[src/rtl/cascade_stage_controller_pkg.sv]
// Shared definitions for the Haar cascade controller: FSM states, classifier ROM
// layout and the signed saturating adder also used by the window scanner.
package cascade_stage_controller_pkg;

   // Fractional bits of every ROM value, feature value and sum; compares stay raw signed.
   localparam int FIXED_POINT_FRAC = 16;

   // Classifier ROM layout: one cascade header word, then per stage a header and per node a record.
   localparam int STAGE_HDR_WORDS = 2;
   localparam int NODE_WORDS      = 4;
   localparam int HDR_OFS_NNODES  = 0;
   localparam int HDR_OFS_THR     = 1;
   localparam int NODE_OFS_FEAT   = 0;
   localparam int NODE_OFS_THR    = 1;
   localparam int NODE_OFS_LEFT   = 2;
   localparam int NODE_OFS_RIGHT  = 3;

   typedef enum logic [3:0] {
      ST_IDLE,
      ST_RD_NSTG,
      ST_RD_SHDR,
      ST_RD_NODE,
      ST_LAUNCH,
      ST_WAIT_FC,
      ST_EVAL,
      ST_STG_CHK,
      ST_FINISH
   } state_e;

   // Sign-extended operands are added at 64 bits, then clamped to a signed 'width'-bit range.
   function automatic logic signed [63:0] sat_add(input logic signed [63:0] a,
                                                   input logic signed [63:0] b,
                                                   input int unsigned        width);
      logic signed [63:0] sum;
      logic signed [63:0] max_v;
      logic signed [63:0] min_v;
      max_v = (64'sd1 <<< (width - 1)) - 64'sd1;
      min_v = -(64'sd1 <<< (width - 1));
      sum   = a + b;
      if (sum > max_v) return max_v;
      if (sum < min_v) return min_v;
      return sum;
   endfunction

endpackage

[src/rtl/cascade_stage_controller_if.sv]
// Controller-side bus: classifier ROM read port plus the feature_calculator handshake.
interface cascade_stage_controller_if #(
   parameter int DATA_WIDTH     = 32,
   parameter int CLS_ADDR_WIDTH = 16
);
   logic [CLS_ADDR_WIDTH-1:0]   cls_addr;
   logic [DATA_WIDTH-1:0]       cls_data;
   logic                        fc_start;
   logic [11:0]                 fc_feature_index;
   logic [7:0]                  fc_window_x;
   logic [7:0]                  fc_window_y;
   logic [7:0]                  fc_window_scale;
   logic signed [DATA_WIDTH-1:0] fc_feature_value;
   logic                        fc_done;

   modport master (
      output cls_addr, fc_start, fc_feature_index, fc_window_x, fc_window_y, fc_window_scale,
      input  cls_data, fc_feature_value, fc_done
   );

   modport slave (
      input  cls_addr, fc_start, fc_feature_index, fc_window_x, fc_window_y, fc_window_scale,
      output cls_data, fc_feature_value, fc_done
   );
endinterface

[src/rtl/cascade_stage_controller_fc_watchdog.sv]
// Counts WAIT_FC cycles since the last feature launch; flags expiry once past TIMEOUT.
module fc_watchdog #(
   parameter int TIMEOUT = 4095
) (
   input  logic clk,
   input  logic rst,
   input  logic i_clear,
   input  logic i_enable,
   output logic o_expired
);
   localparam int CW = $clog2(TIMEOUT + 2);

   logic [CW-1:0] r_count;

   always_ff @(posedge clk) begin
      if (rst || i_clear) begin
         r_count <= '0;
      end else if (i_enable && !o_expired) begin
         r_count <= r_count + CW'(1);
      end
   end

   assign o_expired = (r_count > CW'(TIMEOUT));
endmodule

[src/rtl/cascade_stage_controller.sv]
// Walks the Haar cascade tables for one window, launches a feature calculation per node,
// accumulates stage votes with saturation and rejects on the first failing stage.
module cascade_stage_controller
   import cascade_stage_controller_pkg::*;
#(
   parameter int DATA_WIDTH       = 32,
   parameter int CLS_ADDR_WIDTH   = 16,
   parameter int CLS_BASE_ADDR    = 0,
   parameter int FC_TIMEOUT       = 4095
) (
   input  logic       clk,
   input  logic       rst,
   input  logic       start,
   input  logic [7:0] window_x,
   input  logic [7:0] window_y,
   input  logic [7:0] window_scale,
   output logic       busy,
   output logic       done,
   output logic       detected,
   output logic [7:0] stages_passed,
   output logic       timeout_err,
   cascade_stage_controller_if.master bus
);
   localparam logic [CLS_ADDR_WIDTH-1:0] ADDR_BASE = CLS_ADDR_WIDTH'(CLS_BASE_ADDR);
   localparam logic [CLS_ADDR_WIDTH-1:0] ADDR_ONE  = CLS_ADDR_WIDTH'(1);

   state_e                        r_state;
   logic [CLS_ADDR_WIDTH-1:0]     r_cls_addr;
   logic [1:0]                    r_word;
   logic [7:0]                    r_num_stages;
   logic [7:0]                    r_num_nodes;
   logic [7:0]                    r_node_idx;
   logic [7:0]                    r_stages_passed;
   logic [11:0]                   r_feat_idx;
   logic signed [DATA_WIDTH-1:0]  r_stage_thr;
   logic signed [DATA_WIDTH-1:0]  r_node_thr;
   logic signed [DATA_WIDTH-1:0]  r_left_val;
   logic signed [DATA_WIDTH-1:0]  r_right_val;
   logic signed [DATA_WIDTH-1:0]  r_addend;
   logic signed [DATA_WIDTH-1:0]  r_stage_sum;
   logic [7:0]                    r_win_x;
   logic [7:0]                    r_win_y;
   logic [7:0]                    r_win_scale;
   logic                          r_busy;
   logic                          r_done;
   logic                          r_detected;
   logic                          r_timeout_err;
   logic                          r_fc_start;
   logic                          w_wd_expired;

   fc_watchdog #(.TIMEOUT(FC_TIMEOUT)) u_fc_watchdog (
      .clk       (clk),
      .rst       (rst),
      .i_clear   (r_state == ST_LAUNCH),
      .i_enable  (r_state == ST_WAIT_FC),
      .o_expired (w_wd_expired)
   );

   // ROM data lags the address by one cycle, so the pointer is bumped on every transition
   // into a read cycle and is therefore always one word ahead of the word being consumed.
   always_ff @(posedge clk) begin
      if (rst) begin
         r_state         <= ST_IDLE;
         r_cls_addr      <= ADDR_BASE;
         r_word          <= '0;
         r_num_stages    <= '0;
         r_num_nodes     <= '0;
         r_node_idx      <= '0;
         r_stages_passed <= '0;
         r_feat_idx      <= '0;
         r_stage_thr     <= '0;
         r_node_thr      <= '0;
         r_left_val      <= '0;
         r_right_val     <= '0;
         r_addend        <= '0;
         r_stage_sum     <= '0;
         r_win_x         <= '0;
         r_win_y         <= '0;
         r_win_scale     <= '0;
         r_busy          <= 1'b0;
         r_done          <= 1'b0;
         r_detected      <= 1'b0;
         r_timeout_err   <= 1'b0;
         r_fc_start      <= 1'b0;
      end else begin
         // NOTE: single-cycle pulses default low here; a later non-blocking write in the case wins.
         r_done     <= 1'b0;
         r_fc_start <= 1'b0;
         case (r_state)
            ST_IDLE: begin
               if (start) begin
                  r_win_x         <= window_x;
                  r_win_y         <= window_y;
                  r_win_scale     <= window_scale;
                  r_detected      <= 1'b0;
                  r_timeout_err   <= 1'b0;
                  r_stages_passed <= '0;
                  r_busy          <= 1'b1;
                  r_cls_addr      <= r_cls_addr + ADDR_ONE;
                  r_state         <= ST_RD_NSTG;
               end
            end
            ST_RD_NSTG: begin
               r_num_stages <= bus.cls_data[7:0];
               if (bus.cls_data[7:0] == 8'd0) begin
                  r_detected <= 1'b1;
                  r_done     <= 1'b1;
                  r_state    <= ST_FINISH;
               end else begin
                  r_word     <= '0;
                  r_cls_addr <= r_cls_addr + ADDR_ONE;
                  r_state    <= ST_RD_SHDR;
               end
            end
            ST_RD_SHDR: begin
               if (r_word == 2'(HDR_OFS_NNODES)) begin
                  r_num_nodes <= bus.cls_data[7:0];
                  r_word      <= r_word + 2'd1;
                  r_cls_addr  <= r_cls_addr + ADDR_ONE;
               end else begin
                  r_stage_thr <= bus.cls_data;
                  r_stage_sum <= '0;
                  r_node_idx  <= '0;
                  r_word      <= '0;
                  if (r_num_nodes == 8'd0) begin
                     r_state <= ST_STG_CHK;
                  end else begin
                     r_cls_addr <= r_cls_addr + ADDR_ONE;
                     r_state    <= ST_RD_NODE;
                  end
               end
            end
            ST_RD_NODE: begin
               case (r_word)
                  2'(NODE_OFS_FEAT):  r_feat_idx  <= bus.cls_data[11:0];
                  2'(NODE_OFS_THR):   r_node_thr  <= bus.cls_data;
                  2'(NODE_OFS_LEFT):  r_left_val  <= bus.cls_data;
                  default:            r_right_val <= bus.cls_data;
               endcase
               if (r_word == 2'(NODE_WORDS - 1)) begin
                  r_word     <= '0;
                  r_fc_start <= 1'b1;
                  r_state    <= ST_LAUNCH;
               end else begin
                  r_word     <= r_word + 2'd1;
                  r_cls_addr <= r_cls_addr + ADDR_ONE;
               end
            end
            ST_LAUNCH: begin
               r_state <= ST_WAIT_FC;
            end
            ST_WAIT_FC: begin
               // A result arriving on the expiry cycle still counts as a result.
               if (bus.fc_done) begin
                  r_addend <= (bus.fc_feature_value < r_node_thr) ? r_left_val : r_right_val;
                  r_state  <= ST_EVAL;
               end else if (w_wd_expired) begin
                  r_timeout_err <= 1'b1;
                  r_detected    <= 1'b0;
                  r_done        <= 1'b1;
                  r_state       <= ST_FINISH;
               end
            end
            ST_EVAL: begin
               r_stage_sum <= DATA_WIDTH'(sat_add(64'(r_stage_sum), 64'(r_addend), DATA_WIDTH));
               if (r_node_idx == r_num_nodes - 8'd1) begin
                  r_state <= ST_STG_CHK;
               end else begin
                  r_node_idx <= r_node_idx + 8'd1;
                  r_word     <= '0;
                  r_cls_addr <= r_cls_addr + ADDR_ONE;
                  r_state    <= ST_RD_NODE;
               end
            end
            ST_STG_CHK: begin
               if (r_stage_sum < r_stage_thr) begin
                  r_detected <= 1'b0;
                  r_done     <= 1'b1;
                  r_state    <= ST_FINISH;
               end else begin
                  r_stages_passed <= r_stages_passed + 8'd1;
                  if (r_stages_passed + 8'd1 == r_num_stages) begin
                     r_detected <= 1'b1;
                     r_done     <= 1'b1;
                     r_state    <= ST_FINISH;
                  end else begin
                     r_word     <= '0;
                     r_cls_addr <= r_cls_addr + ADDR_ONE;
                     r_state    <= ST_RD_SHDR;
                  end
               end
            end
            ST_FINISH: begin
               r_busy     <= 1'b0;
               r_cls_addr <= ADDR_BASE;
               r_state    <= ST_IDLE;
            end
            default: r_state <= ST_IDLE;
         endcase
      end
   end

   assign busy                 = r_busy;
   assign done                 = r_done;
   assign detected             = r_detected;
   assign stages_passed        = r_stages_passed;
   assign timeout_err          = r_timeout_err;
   assign bus.cls_addr         = r_cls_addr;
   assign bus.fc_start         = r_fc_start;
   assign bus.fc_feature_index = r_feat_idx;
   assign bus.fc_window_x      = r_win_x;
   assign bus.fc_window_y      = r_win_y;
   assign bus.fc_window_scale  = r_win_scale;
endmodule

[src/flat_wrapper.sv]
// flat-port wrapper written by rule: the top's interface ports become plain ports
module cascade_stage_controller_flat import cascade_stage_controller_pkg::*;
#(
   parameter int DATA_WIDTH       = 32,
   parameter int CLS_ADDR_WIDTH   = 16,
   parameter int CLS_BASE_ADDR    = 0,
   parameter int FC_TIMEOUT       = 4095
)
  (clk, rst, start, window_x, window_y, window_scale, busy, done, detected, stages_passed, timeout_err, bus_cls_addr, bus_fc_start, bus_fc_feature_index, bus_fc_window_x, bus_fc_window_y, bus_fc_window_scale, bus_cls_data, bus_fc_feature_value, bus_fc_done);
  cascade_stage_controller_if #(.DATA_WIDTH(DATA_WIDTH), .CLS_ADDR_WIDTH(CLS_ADDR_WIDTH)) bus_i ();
  input  logic clk;
  input  logic rst;
  input  logic start;
  input  logic [7:0] window_x;
  input  logic [7:0] window_y;
  input  logic [7:0] window_scale;
  output logic busy;
  output logic done;
  output logic detected;
  output logic [7:0] stages_passed;
  output logic timeout_err;
  output wire logic [$bits(bus_i.cls_addr)-1:0] bus_cls_addr;
  output wire logic [$bits(bus_i.fc_start)-1:0] bus_fc_start;
  output wire logic [$bits(bus_i.fc_feature_index)-1:0] bus_fc_feature_index;
  output wire logic [$bits(bus_i.fc_window_x)-1:0] bus_fc_window_x;
  output wire logic [$bits(bus_i.fc_window_y)-1:0] bus_fc_window_y;
  output wire logic [$bits(bus_i.fc_window_scale)-1:0] bus_fc_window_scale;
  input wire logic [$bits(bus_i.cls_data)-1:0] bus_cls_data;
  input wire logic [$bits(bus_i.fc_feature_value)-1:0] bus_fc_feature_value;
  input wire logic [$bits(bus_i.fc_done)-1:0] bus_fc_done;
  assign bus_cls_addr = bus_i.cls_addr;
  assign bus_fc_start = bus_i.fc_start;
  assign bus_fc_feature_index = bus_i.fc_feature_index;
  assign bus_fc_window_x = bus_i.fc_window_x;
  assign bus_fc_window_y = bus_i.fc_window_y;
  assign bus_fc_window_scale = bus_i.fc_window_scale;
  assign bus_i.cls_data = bus_cls_data;
  assign bus_i.fc_feature_value = bus_fc_feature_value;
  assign bus_i.fc_done = bus_fc_done;
  cascade_stage_controller #(.DATA_WIDTH(DATA_WIDTH), .CLS_ADDR_WIDTH(CLS_ADDR_WIDTH), .CLS_BASE_ADDR(CLS_BASE_ADDR), .FC_TIMEOUT(FC_TIMEOUT)) u_core (.clk(clk), .rst(rst), .start(start), .window_x(window_x), .window_y(window_y), .window_scale(window_scale), .busy(busy), .done(done), .detected(detected), .stages_passed(stages_passed), .timeout_err(timeout_err), .bus(bus_i));
endmodule
[config.mk]
export PLATFORM = sky130hd
export DESIGN_NAME = cascade_stage_controller_flat
export DESIGN_NICKNAME = d
export VERILOG_FILES = /design/src/rtl/cascade_stage_controller_pkg.sv /design/src/rtl/cascade_stage_controller_if.sv /design/src/rtl/cascade_stage_controller_fc_watchdog.sv /design/src/rtl/cascade_stage_controller.sv /design/src/flat_wrapper.sv
export SDC_FILE = /design/constraint.sdc
export NUM_CORES = 1
export LEC_CHECK = 0
export ABC_CLOCK_PERIOD_IN_PS = 3630
export BUFFER_PORTS_ARGS = -buffer_cell sky130_fd_sc_hd__buf_2
export CAP_MARGIN = 20
export CORE_MARGIN = 8
export CORE_UTILIZATION = 50
export CTS_BUF_LIST = sky130_fd_sc_hd__clkbuf_4 sky130_fd_sc_hd__clkbuf_8
export CTS_CLUSTER_DIAMETER = 120
export DETAILED_ROUTE_END_ITERATION = 10
export PLACE_DENSITY = 0.7
export SYNTH_ARGS = -nofsm -noshare
export SYNTH_HDL_FRONTEND = slang
export SYNTH_SLANG_ARGS = --single-unit
export TNS_END_PERCENT = 30
[constraint.sdc]
create_clock -name clk -period 3.63 [get_ports clk]
set_input_delay 0.1815 -clock clk [delete_from_list [all_inputs] [get_ports clk]]
set_output_delay 0.1815 -clock clk [all_outputs]
set_load 0.05 [all_outputs]
==> summary.txt <==
status: complete, no violations
hold crit path type: in2reg
Final #Nets: 2313
Worst-path clk slew: 0.06 ns
Port Buffers: 156
Cells after Synth: 1936
most common cell in the synthesized netlist: nand2_1
Final min period: 3.294 ns
first-pass GRT wire length: 69.04 mm
Post-Syn Area: 15120 sq um
Final Hold Fails: 0
leading post-synthesis cells by cell area: dfxtp_1, nand2_1, a21oi_1
Final Skew: 0.03598 ns
ANT cells: 0
Initial Util: 50.88%
register bit total from synthesis: 300
Peak VDD IR: 0.5204 mV
clock buffer depth: 3
Max-Cap Viols: 0
Seq/Total Area, Yosys: 39.72%
final setup TNS: 0 ns
Routed WL per cell: 16.38 microns
CP endpoint kind: register
DIE WIDTH: 189.9 microns
vias in the first global route: 13940
layout filler cell count: 2659
Synth-to-Final Area Change: 18.56%
Post-synth EDFFs: 0
io pins: 157
largest net degree at the start of global routing: 175
initial DRC count: 807
CTS Buf Count: 52
Top FF cell, synth: dfxtp_1
crit path max fanout: 6
kind of critical path: reg2reg
leading area contributor after synthesis: dfxtp_1
DRT antenna net count: 0
max-slew violations: 0
GRT overflow: 0
Critical Path Source Type: register
Pre-antenna DRT Iters: 5
drc violations: 0
Final HPWL DP: 28.12 mm
library cells used by synthesis: 73
most frequent cells after synthesis: nand2_1, dfxtp_1, a21oi_1
Synth Net Count: 2134
Avg Inst Size Synth: 7.810 sq um
YS warnings: 0
WP data required: 4.15 ns
Via density: 5.476
Vias: 13950
Rows: 63
Min Hold Slack: 0.3845 ns
GP Congestion: 0.8931
total power: 9.102 mW
Pwr per Cell Area: 507.7 nW/um^2
relative slew slack: 32.49%
CTS sink count: 300
Max Fclk: 303.6 MHz
Total Die Area: 36060 sq um
Synth top area share: 39.72%
Final period util: 90.73%
fraction of layout cells with a size suffix above 1: 13.99%
RSZ-0062 raised after global routing: false
core area: 29720 sq um
CP arrival: 3.81 ns
final setup fails: 0
Post-synth ARST share: 0%
H-tree levels: 2
antenna violations before repair: 0
Die Span Y: 189.9 microns
Skew-Pair Late Insertion Delay: 0.59 ns
Leak: 7.190 nW
gr usage total: 22.70%
CTS tree: done
WL final: 41.75 mm
Root Driver: clkbuf_8
worst-margin pin slew: 1.012 ns
## cells by family (layout without fill, tap and decap cells)
logic type	after synthesis	after routing	share of synthesized area, %
and+or+nand+nor	731	731	20.86
AOI/OAI and AO/OA	490	490	18.41
DFF	300	300	39.72
buffers and inverters	194	416	5.189
adders and majority gates	106	106	8.822
xor gates and xnor gates	79	79	4.576
muxes	36	36	2.416
## stage by stage
stage / instance area, sq um / std cells / worst slack, ns / util (%)
floorplan: 15120 / 1936 / 0.6795 / -
global route: 17930 / 2548 / 0.1168 / 60.32
finish: 17930 / 2548 / 0.3364 / 60.32
CTS: 17920 / 2548 / 0.3122 / 60.31
detailed placement: 16150 / 2392 / 0.2973 / 54.33
global placement: 16150 / 2392 / 0.4253 / 54.33
## cell usage in the layout (no fill, tap or decap), types with 37 or more instances in the layout
cell type / synthesis / final
a21oi_1: 295 / 292
dlygate4sd3_1: 0 / 59
dfxtp_1: 300 / 300
xnor2_1: 39 / 39
clkbuf_8: 0 / 63
o21ai_0: 64 / 64
ha_1: 105 / 105
nor2_1: 73 / 72
a31oi_1: 37 / 37
nand2_1: 494 / 494
buf_2: 9 / 155
inv_1: 82 / 82
nand3_1: 40 / 40
xor2_1: 40 / 40
## where the power goes
part	total [mW]	leakage (nW)	switching, mW	internal, mW
clock network	3.45	0.639	1.45	2.00
logic	1.98	4.13	1.32	0.655
registers	3.67	2.42	0.187	3.49
total	9.10	7.19	2.96	6.14
## area by class of cell
| cell class | count | area [sq um] | share of cell area [%] |
|---|---|---|---|
| multi-input combinational | 1442 | 8358 | 46.63 |
| sequential | 300 | 6006 | 33.50 |
| timing repair buffer | 237 | 1580 | 8.816 |
| clock buffer | 75 | 957.2 | 5.340 |
| tap | 390 | 488.0 | 2.722 |
| inverter | 82 | 307.8 | 1.717 |
| clock inverter | 22 | 229.0 | 1.277 |
## path summary, 6_finish.rpt
check	from	end	slack [ns]	cells past startpoint
worst min-delay path	window_x[6]	u_core.bus.fc_window_x[6]$_SDFFE_PP0P_	0.38	4
worst min register to register	u_core.r_node_thr[5]$_SDFFE_PP0P_	u_core.r_node_thr[5]$_SDFFE_PP0P_	0.45	2
worst max-delay path	u_core.r_stage_thr[17]$_SDFFE_PP0P_	u_core.bus.cls_addr[5]$_SDFFE_PP0P_	0.34	12
worst max register to register	u_core.r_stage_thr[17]$_SDFFE_PP0P_	u_core.bus.cls_addr[5]$_SDFFE_PP0P_	0.34	12
## state kept, by name, indices dropped and copies added, names as in the netlist, 12 cells and up
signal                        count
u_core.r_stage_sum               32
u_core.bus.cls_addr              16
u_core.r_node_thr                32
u_core.r_right_val               32
u_core.r_left_val                32
u_core.bus.fc_feature_index      12
u_core.r_addend                  32
u_core.r_stage_thr               32
u_core.u_fc_watchdog.r_count     13
## worst max-delay path: stages, from the launching register on
cell and delay [ns]:
dfxtp_1 0.32, inv_1 0.05, ha_1 0.28, a21o_1 0.19, a21o_1 0.18, a211oi_2 0.31
o21ai_2 0.15, mux2_4 0.33, a21oi_4 0.20, nor4b_4 0.53, nand4_1 0.23, or3_1 0.34
a21oi_1 0.14
## routing by layer
| layer | share of wire [%] | global-route usage (%) |
|---|---|---|
| met4 | 3.0 | 7.577 |
| met3 | 6.0 | 4.943 |
| met5 | 0 | 0 |
| met1 | 43 | 27.80 |
| met2 | 48 | 38.98 |
## what timing repair did
item / 4_1_cts / 5_1_grt
setup endpoints to repair: 0 / 18
setup buffers: 0 / 0
hold buffers: 59 / 0
resized for setup: 0 / 1
endpoints found under the hold margin: 185 / 0
(Power assumes the default switching activity.)
